<file path="src/rtl/operand_pkg.sv">
// Shared definitions for the operand register sequencing controller.
// Defaults, command encodings and the controller state type.
package operand_pkg;

  localparam int DEF_DATA_WIDTH  = 32;
  localparam int DEF_ADDR_WIDTH  = 4;
  localparam int DEF_MATRIX_SIZE = 16;

  localparam logic OP_LOAD  = 1'b0;
  localparam logic OP_DRAIN = 1'b1;

  typedef enum logic [1:0] {
    ST_IDLE  = 2'd0,
    ST_LOAD  = 2'd1,
    ST_DRAIN = 2'd2,
    ST_DONE  = 2'd3
  } state_e;

endpackage

</file>
<file path="src/rtl/operand_skid_fifo.sv">
// Two-entry valid/ready FIFO that absorbs DRAIN read data (word plus last flag)
// so the registered operand read can run ahead of a stalling consumer.
module operand_skid_fifo
  import operand_pkg::*;
#(
  parameter int WIDTH = DEF_DATA_WIDTH + 1
) (
  input  logic             clk_i,
  input  logic             rst_ni,
  input  logic             in_valid_i,
  output logic             in_ready_o,
  input  logic [WIDTH-1:0] in_data_i,
  output logic             out_valid_o,
  input  logic             out_ready_i,
  output logic [WIDTH-1:0] out_data_o
);

  logic [WIDTH-1:0] r_mem [2];
  logic             r_wr_ptr;
  logic             r_rd_ptr;
  logic [1:0]       r_count;
  logic             w_push;
  logic             w_pop;

  assign in_ready_o  = (r_count != 2'd2);
  assign out_valid_o = (r_count != 2'd0);
  assign out_data_o  = r_mem[r_rd_ptr];
  assign w_push      = in_valid_i & in_ready_o;
  assign w_pop       = out_valid_o & out_ready_i;

  // NOTE: sequential state uses non-blocking assignments so every register
  // samples the pre-edge values of its neighbours, independent of block order.
  always_ff @(posedge clk_i or negedge rst_ni) begin
    if (!rst_ni) begin
      r_wr_ptr <= 1'b0;
      r_rd_ptr <= 1'b0;
      r_count  <= 2'd0;
    end else begin
      if (w_push) r_wr_ptr <= ~r_wr_ptr;
      if (w_pop)  r_rd_ptr <= ~r_rd_ptr;
      case ({w_push, w_pop})
        2'b10:   r_count <= r_count + 2'd1;
        2'b01:   r_count <= r_count - 2'd1;
        default: r_count <= r_count;
      endcase
    end
  end

  // NOTE: payload storage is deliberately not reset; out_valid_o (driven by the
  // reset count) qualifies it, and leaving it unreset keeps it plain flops.
  always_ff @(posedge clk_i) begin
    if (w_push) r_mem[r_wr_ptr] <= in_data_i;
  end

endmodule

</file>
<file path="src/rtl/operand_reg_ctrl.sv">
// Sequencing controller in front of the 16 x 32-bit operand register: LOAD streams
// input words into consecutive addresses, DRAIN streams them back out.
module operand_reg_ctrl
  import operand_pkg::*;
#(
  parameter int DATA_WIDTH  = DEF_DATA_WIDTH,
  parameter int ADDR_WIDTH  = DEF_ADDR_WIDTH,
  parameter int MATRIX_SIZE = DEF_MATRIX_SIZE
) (
  input  logic                  clk_i,
  input  logic                  rst_ni,
  input  logic                  cmd_valid_i,
  output logic                  cmd_ready_o,
  input  logic                  cmd_op_i,
  input  logic [ADDR_WIDTH-1:0] cmd_base_i,
  input  logic [ADDR_WIDTH:0]   cmd_len_i,
  input  logic                  in_valid_i,
  output logic                  in_ready_o,
  input  logic [DATA_WIDTH-1:0] in_data_i,
  output logic                  out_valid_o,
  input  logic                  out_ready_i,
  output logic [DATA_WIDTH-1:0] out_data_o,
  output logic                  out_last_o,
  output logic                  done_o,
  output logic [ADDR_WIDTH-1:0] mat_addr_o,
  output logic [DATA_WIDTH-1:0] mat_wdata_o,
  output logic                  mat_we_o,
  input  logic [DATA_WIDTH-1:0] mat_rdata_i
);

  localparam logic [ADDR_WIDTH:0]   LEN_MAX  = (ADDR_WIDTH+1)'(MATRIX_SIZE);
  localparam logic [ADDR_WIDTH:0]   LEN_ONE  = (ADDR_WIDTH+1)'(1);
  localparam logic [ADDR_WIDTH:0]   LEN_ZERO = '0;
  localparam logic [ADDR_WIDTH-1:0] ADDR_ONE = ADDR_WIDTH'(1);

  state_e                r_state;
  state_e                w_next_state;
  logic [ADDR_WIDTH-1:0] r_addr;
  logic [ADDR_WIDTH:0]   r_remaining;
  logic                  r_rd_pending;
  logic                  r_rd_last;

  logic [ADDR_WIDTH:0]   w_len;
  logic                  w_cmd_fire;
  logic                  w_load_fire;
  logic                  w_rd_issue;
  logic                  w_fifo_in_ready;
  logic                  w_fifo_out_valid;
  logic [DATA_WIDTH:0]   w_fifo_out_data;
  logic                  w_pop;
  logic [2:0]            w_occupancy;
  logic [2:0]            w_inflight;

  assign w_len       = (cmd_len_i > LEN_MAX) ? LEN_MAX : cmd_len_i;
  assign w_cmd_fire  = (r_state == ST_IDLE) & cmd_valid_i;
  assign w_load_fire = (r_state == ST_LOAD) & in_valid_i;
  assign w_pop       = w_fifo_out_valid & out_ready_i;

  // FIFO occupancy recovered from its handshake flags: 0, 1 or 2 entries.
  assign w_occupancy = {1'b0, ~w_fifo_in_ready, w_fifo_in_ready & w_fifo_out_valid};
  // A word leaving this cycle frees its slot in time for a read issued now,
  // which is what allows one word per cycle with the consumer always ready.
  assign w_inflight  = w_occupancy + {2'b00, r_rd_pending} - {2'b00, w_pop};
  assign w_rd_issue  = (r_state == ST_DRAIN) && (r_remaining != LEN_ZERO) &&
                       (w_inflight < 3'd2);

  assign mat_addr_o  = r_addr;
  assign out_valid_o = w_fifo_out_valid;
  assign out_data_o  = w_fifo_out_data[DATA_WIDTH-1:0];
  assign out_last_o  = w_fifo_out_valid & w_fifo_out_data[DATA_WIDTH];

  always_ff @(posedge clk_i or negedge rst_ni) begin
    if (!rst_ni) r_state <= ST_IDLE;
    else         r_state <= w_next_state;
  end

  // NOTE: every output of this block gets a default first, so no path through
  // the case leaves a signal unassigned and no latch is inferred.
  always_comb begin
    w_next_state = r_state;
    cmd_ready_o  = 1'b0;
    in_ready_o   = 1'b0;
    mat_we_o     = 1'b0;
    mat_wdata_o  = '0;
    done_o       = 1'b0;
    case (r_state)
      ST_IDLE: begin
        cmd_ready_o = 1'b1;
        if (cmd_valid_i) begin
          if (w_len == LEN_ZERO)      w_next_state = ST_DONE;
          else if (cmd_op_i == OP_DRAIN) w_next_state = ST_DRAIN;
          else                        w_next_state = ST_LOAD;
        end
      end
      ST_LOAD: begin
        in_ready_o = 1'b1;
        if (in_valid_i) begin
          mat_we_o    = 1'b1;
          mat_wdata_o = in_data_i;
          if (r_remaining == LEN_ONE) w_next_state = ST_DONE;
        end
      end
      ST_DRAIN: begin
        if ((r_remaining == LEN_ZERO) && !r_rd_pending && !w_fifo_out_valid)
          w_next_state = ST_DONE;
      end
      ST_DONE: begin
        done_o       = 1'b1;
        w_next_state = ST_IDLE;
      end
      default: w_next_state = ST_IDLE;
    endcase
  end

  always_ff @(posedge clk_i or negedge rst_ni) begin
    if (!rst_ni) begin
      r_addr       <= '0;
      r_remaining  <= '0;
      r_rd_pending <= 1'b0;
      r_rd_last    <= 1'b0;
    end else begin
      r_rd_pending <= w_rd_issue;
      if (w_rd_issue) r_rd_last <= (r_remaining == LEN_ONE);
      if (w_cmd_fire) begin
        r_addr      <= cmd_base_i;
        r_remaining <= w_len;
      end else if (w_load_fire || w_rd_issue) begin
        r_addr      <= r_addr + ADDR_ONE;
        r_remaining <= r_remaining - LEN_ONE;
      end
    end
  end

  // Read data arrives the cycle after its address was presented.
  operand_skid_fifo #(
    .WIDTH (DATA_WIDTH + 1)
  ) u_skid_fifo (
    .clk_i       (clk_i),
    .rst_ni      (rst_ni),
    .in_valid_i  (r_rd_pending),
    .in_ready_o  (w_fifo_in_ready),
    .in_data_i   ({r_rd_last, mat_rdata_i}),
    .out_valid_o (w_fifo_out_valid),
    .out_ready_i (out_ready_i),
    .out_data_o  (w_fifo_out_data)
  );

endmodule
</file>
<file path="config.mk">
export PLATFORM = sky130hd
export DESIGN_NAME = operand_reg_ctrl
export DESIGN_NICKNAME = d
export VERILOG_FILES = /design/src/rtl/operand_pkg.sv /design/src/rtl/operand_skid_fifo.sv /design/src/rtl/operand_reg_ctrl.sv
export SDC_FILE = /design/constraint.sdc
export NUM_CORES = 1
export LEC_CHECK = 0
export ABC_AREA = 1
export BUFFER_PORTS_ARGS = -buffer_cell sky130_fd_sc_hd__buf_2
export CELL_PAD_IN_SITES_DETAIL_PLACEMENT = 1
export CELL_PAD_IN_SITES_GLOBAL_PLACEMENT = 2
export CORE_MARGIN = 5
export CORE_UTILIZATION = 28
export DETAILED_ROUTE_END_ITERATION = 10
export GPL_TIMING_DRIVEN = 0
export MAX_ROUTING_LAYER = met4
export PLACE_DENSITY = 0.77
export RECOVER_POWER = 100
export SKIP_LAST_GASP = 1
export SLEW_MARGIN = 20
export SYNTH_ARGS = -nofsm -noshare
export SYNTH_HDL_FRONTEND = slang
export SYNTH_SLANG_ARGS = --single-unit
</file>
<file path="constraint.sdc">
create_clock -name clk_i -period 2.81 [get_ports clk_i]
set_input_delay 0.843 -clock clk_i [delete_from_list [all_inputs] [get_ports clk_i]]
set_output_delay 0.843 -clock clk_i [all_outputs]
set_load 0.02 [all_outputs]
</file>
Yosys cells after proc, flatten, opt, wreduce, memory -nomap -nowiden --
Memory sizes are Yosys's and may differ from the RTL's. Cells that the tools add are included.
Storage, ports and cells: bits in latches 0, memory bits (read-only) 0, memories kept 1, memory bits (writable) 66, output and inout bits 74, flip-flop bits (word level) 17
Memories:
- u_skid_fifo.r_mem | words 2, width 33, rd ports 1, clocked after memory_dff 0, write ports 1, line operand_skid_fifo.sv:18 | logic [WIDTH-1:0] r_mem [2];
Cells by class: bitwise logic cells 9, equal/unequal tests 11, reduce and logical (&&, ||, !) cells 15, magnitude comparators 2, add/subtract/negate cells 6, multiplexer cells 22, div/mod/pow operators 0, $mul 0, shift-type cells 0
Operator list (count):
- two-way mux 32 bit | 2
- two-way mux 5 bit | 3
- two-way mux 2 bit | 6
- zero test 5 bit | 2
- two-way mux 4 bit | 2
- one-hot mux 2 bit (4 select lines) | 1
- two-way mux 1 bit | 7
- AND 1 bit | 6
- == test 2 bit (second input constant) | 3
- != test 2 bit (second input constant) | 3
- nonzero test 2 bit | 3
- == test 5 x 1 -> 1 bit (second input constant) | 1
- > comparator 5 bit (second input constant) | 1
- nonzero test 5 bit | 1
- subtractor 5 x 1 -> 5 bit (second input constant) | 1
- adder 4 x 1 -> 4 bit (second input constant) | 1
- == test 2 x 1 -> 1 bit (second input constant) | 2
- logical AND 1 bit | 4
- != test 2 x 1 -> 1 bit (second input constant) | 2
- one-hot mux 2 bit (2 select lines) | 1
- AND reduction 4 bit | 1
- adder 2 x 1 -> 3 bit | 1
- less-than comparator 3 x 2 -> 1 bit (second input constant) | 1
- inverter 1 bit | 3
- other kinds (6) | 7

Depth between registers and ports, before layout --
depth in word-level cells 9, gate-level depth with buffers 10, gate-level depth less buffers 10

Modules after synthesis --
From an unflattened synthesis, not the netlist that was laid out.
Second synthesis, totals: cells, all modules 428, area total of the unflattened synthesis 4042.6 um^2
Modules (own cells, without submodules):
- operand_skid_fifo | area each 2711.4 um^2, seq. area each 2082.0 um^2, cells an instance 202, times used 1
- operand_reg_ctrl | area each 1331.3 um^2, seq. area each 325.3 um^2, cells an instance 226, times used 1

Least setup slack after synthesis --
OpenSTA, ideal clock, no wires.
path kind register -> register, start point reg u_skid_fifo.r_count[1], end point mem u_skid_fifo.r_mem[1][0] (netlist name) (enable), setup time 425 ps, arrival 2027 ps, path slack 359 ps, clock period less this slack 2451 ps, stages on the path, launching flop included 4, data required time 2385 ps, buffers on the path 0, path through dfrtp_1 > nand2_1 > nand2_1 > nor2_1
On the way: word-level cells in the longest chain between the ends 4
Ends and longest elaborated chain:
- start: declaration | line operand_skid_fifo.sv:21 | logic [1:0] r_count;
- start signal: assignment | line operand_skid_fifo.sv:42 | 2'b10: r_count <= r_count + 2'd1;
- start signal: assignment | line operand_skid_fifo.sv:43 | 2'b01: r_count <= r_count - 2'd1;
- start signal: assignment | line operand_skid_fifo.sv:44 | default: r_count <= r_count;
- != test 2 bit | line operand_skid_fifo.sv:25 | assign in_ready_o = (r_count != 2'd2);
- AND 1 bit | line operand_skid_fifo.sv:28 | assign w_push = in_valid_i & in_ready_o;
- two-way mux 1 bit | line operand_skid_fifo.sv:52 | if (w_push) r_mem[r_wr_ptr] <= in_data_i;
- two-way mux 1 bit (implied by the code) | line operand_skid_fifo.sv:52
- end: declaration | line operand_skid_fifo.sv:18
Every way passes these cells.

Worst setup path after layout --
start point reg u_skid_fifo.r_rd_ptr, end point out out_data_o[25]
On the way: word-level cells in the longest chain between the ends 1
Ends and longest elaborated chain:
- start: declaration | line operand_skid_fifo.sv:20 | logic r_rd_ptr;
- start signal: assignment | line operand_skid_fifo.sv:40 | if (w_pop) r_rd_ptr <= ~r_rd_ptr;
- memory read (2 x 33 bit)
- end: declaration | line operand_reg_ctrl.sv:22 | output logic [DATA_WIDTH-1:0] out_data_o,
Every way passes these cells.

==> run_results.csv <==
group,metric,value,unit
power_and_ir_drop,ir_worst_vdd,0.377,mV
flow_run,maxCapViolations,0,
timing,layout_min_cycle_time,2.65,ns
cts,numClockSinks,83,
global_routing,overflow,0,
cts,cts_tree,"yes",
min_path,hp-class,"reg2reg",
power_and_ir_drop,p_total,5350,µW
worst_setup_path,crit_buf_inv,4,
timing,fmax,377,MHz
detailed_routing,drcViolationCount,0,
detailed_routing,wl_per_cell,13.4,µm
final_layout,n_antenna_cell,0,
power_and_ir_drop,p_per_area,1050,nW/µm²
floorplan,die-area,16300,µm²
global_routing,grt_pass1_vias,3435,
placement,placement.io_buffers,152,
global_routing,grt_max_degree,23,
placement,postPlaceCellArea,4930,µm²
placement,place_congestion,0.755,
floorplan,start_util,28.2,%
final_layout,area_growth,32.1,%
floorplan,coreArea,13700,µm²
timing,setup_violations,0,
placement,hpwl,7.97,mm
timing,hold_viol,0,
synth,yosysTopAreaCellShare,51.2,%
worst_setup_path,crit_path_start_kind,"flip-flop",
synth,syn_area_per_cell,9.46,µm²
timing,finClkSkew,0.00609,ns
detailed_routing,ant_nets,0,
final_layout,num-nets-final,662,
cts,clk_path_buf_depth,2,
worst_setup_path,cp.required,1.97,ns
worst_setup_path,criticalPathCategory,"reg2out",
cts,cts-root-buf,"clkbuf_16",
final_layout,final_area,5110,µm²
synth,syn_nets,497,
detailed_routing,drtPass1Iterations,7,
synth,synth_cells,409,
detailed_routing,drt-vias-per-instance,4.31,
timing,slew_violations,0,
cts,numCtsBuffers,9,
floorplan,die_x,128,µm
floorplan,die_y,128,µm
synth,yosys.area.top_type,"edfxtp_1",
worst_setup_path,cp_top_family,"buffers and inverters",
final_layout,nFillCells,1664,
detailed_routing,drtIter0Drc,113,
timing,hold_ws,0.494,ns
worst_setup_path,critPathArrivalTime,1.81,ns
global_routing,track_usage,13.1,%
cts,clk_latency,0.33,ns
timing,worst_slew_pin_slew,1.46,ns
worst_setup_path,path_common_cell,"nand2_1",
synth,seq_area_frac_synth,62.2,%
synth,synth_cell_types,22,
synth,synth_warnings,0,
timing,rsz0062_at_grt,"true",
timing,slew_headroom,2.39,%
floorplan,ioPinCount,153,
global_routing,antenna_found_initial,0,
worst_setup_path,crit_chain,"clkbuf_2, inv_1, clkbuf_1, nand2_1, nand2_1, buf_2",
synth,synth-seq-cells,83,
synth,netlist_area,3870,µm²
timing,period_share,94.3,%
cts,holdBufCountCts,0,
power_and_ir_drop,power.leakage,0.00248,µW
worst_setup_path,slowest_stage,"clkbuf_1",
worst_setup_path,cp_max_fo,10,
final_layout,drive_above_1_share,23.1,%
synth,ys_top_cells_by_area,"edfxtp_1 (51%), nand2_1 (15%), dfrtp_1 (11%)",
detailed_routing,via_count,3272,
cts,htreeDepth,3,
floorplan,fp-row-count,43,
worst_setup_path,crit_path_end_kind,"output pin",
run_status,status,"completed",
global_routing,grt_pass1_wl,16.4,mm
worst_setup_path,cp_slowest_stage_delay,0.41,ns
detailed_routing,wl,10.2,mm
cts,clkSlewWorstSetupHoldPaths,0.06,ns
-- power breakdown --
group / switching (µW) / internal [µW]
clock network: 464 / 785
registers: 158 / 1650
logic: 1610 / 685
-- path summary, 6_finish.rpt --
check                                        from                       end  slack, ns  cells past startpoint
max                          u_skid_fifo.r_rd_ptr            out_data_o[25]       0.16                      6
min                                     r_rd_last  u_skid_fifo.r_mem[1][32]       0.49                      0
max reg2reg                u_skid_fifo.r_count[1]   u_skid_fifo.r_mem[1][1]       0.32                      4
min reg2reg                             r_rd_last  u_skid_fifo.r_mem[1][32]       0.49                      0
max in group asynchronous                  rst_ni            r_remaining[1]       1.52                      1
min in group asynchronous                  rst_ni                r_state[0]       0.66                      1
-- sequential cells by signal (all words and copies together) (netlist names) --
register              count
u_skid_fifo.r_mem        66
r_remaining               5
mat_addr_o                4
r_state                   2
u_skid_fifo.r_count       2
r_rd_last                 1
r_rd_pending              1
u_skid_fifo.r_rd_ptr      1
u_skid_fifo.r_wr_ptr      1
-- synthesized netlist by cell type, drive strengths merged --
library cell  number
nand4              3
xnor2              3
clkbuf             6
ha                 9
inv               58
nand2            153
nand3             16
dfrtp             17
xor2               1
o21ai             15
edfxtp            66
or2                1
nor2              50
o31ai              1
buf                6
a21oi              4
-- cell type report --
class / instances / area (µm²) / area share [%]
sequential: 83 / 2410 / 47.1
clock buffer: 11 / 233 / 4.55
inverter: 58 / 218 / 4.26
buffer: 12 / 56.3 / 1.10
tap: 180 / 225 / 4.41
clock inverter: 5 / 86.3 / 1.69
multi-input combinational: 256 / 1160 / 22.6
timing repair buffer: 154 / 731 / 14.3
-- repair_timing --
action                                  CTS  global route
gates resized for setup                   1             4
hold endpoints to repair                  0             0
setup buffers                             0             0
gates cloned                              0             0
endpoints found under the setup margin    3            20
-- worst register-to-register path: stages (launching register included) --
cell and delay [ns]:
dfrtp_1 0.43, nand2_1 0.16, nand2_1 0.09, nor2_1 0.80, clkbuf_2 0.63
-- per-stage QoR --
stage	TNS [ns]	cells	utilization [%]	setup WS [ns]
floorplan	0	409	-	0.359
finish	0	759	37.3	0.160
detailed placement	0	743	35.9	0.121
CTS	0	759	38.2	0.0423
global route	-0.0120	759	37.3	-0.0119
global placement	-38.41	741	35.4	-0.591
-- cell usage in the layout (no fill, tap or decap) --
cell type,n
clkbuf_16,9
o31ai_1,1
inv_1,58
xnor2_1,3
o21ai_0,12
nor2_4,1
bufinv_16,2
edfxtp_1,66
nand4_1,3
nand3_1,15
clkbuf_1,57
nand3_4,1
nand2_1,150
nand2_2,3
ha_1,9
clkbuf_2,39
nor2_1,49
clkinvlp_4,2
inv_8,1
a21oi_1,4
buf_4,1
buf_16,1
dfrtp_1,17
xor2_1,1
or2_2,1
o21ai_2,3
buf_2,70
-- logic make-up (layout without fill, tap and decap cells) --
group	after synthesis	in the layout	share of synthesized area [%]
AOI/OAI and AO/OA	20	20	3.33
xor gates and xnor gates	4	4	0.905
and+or+nand+nor	223	223	23.4
DFF	83	83	62.2
adders and majority gates	9	9	2.91
buffers and inverters	70	240	7.21
-- per-layer routing --
layer  vias up  global-route usage [%]  wire, µm
li1       1613                       -         -
met1      1522                    16.1      4430
met2       130                    21.2      4800
met3         7                    3.14       869
met4         0                    4.35        98
met5         -                       -         0
Note: power is estimated with default switching activity, not from simulation.
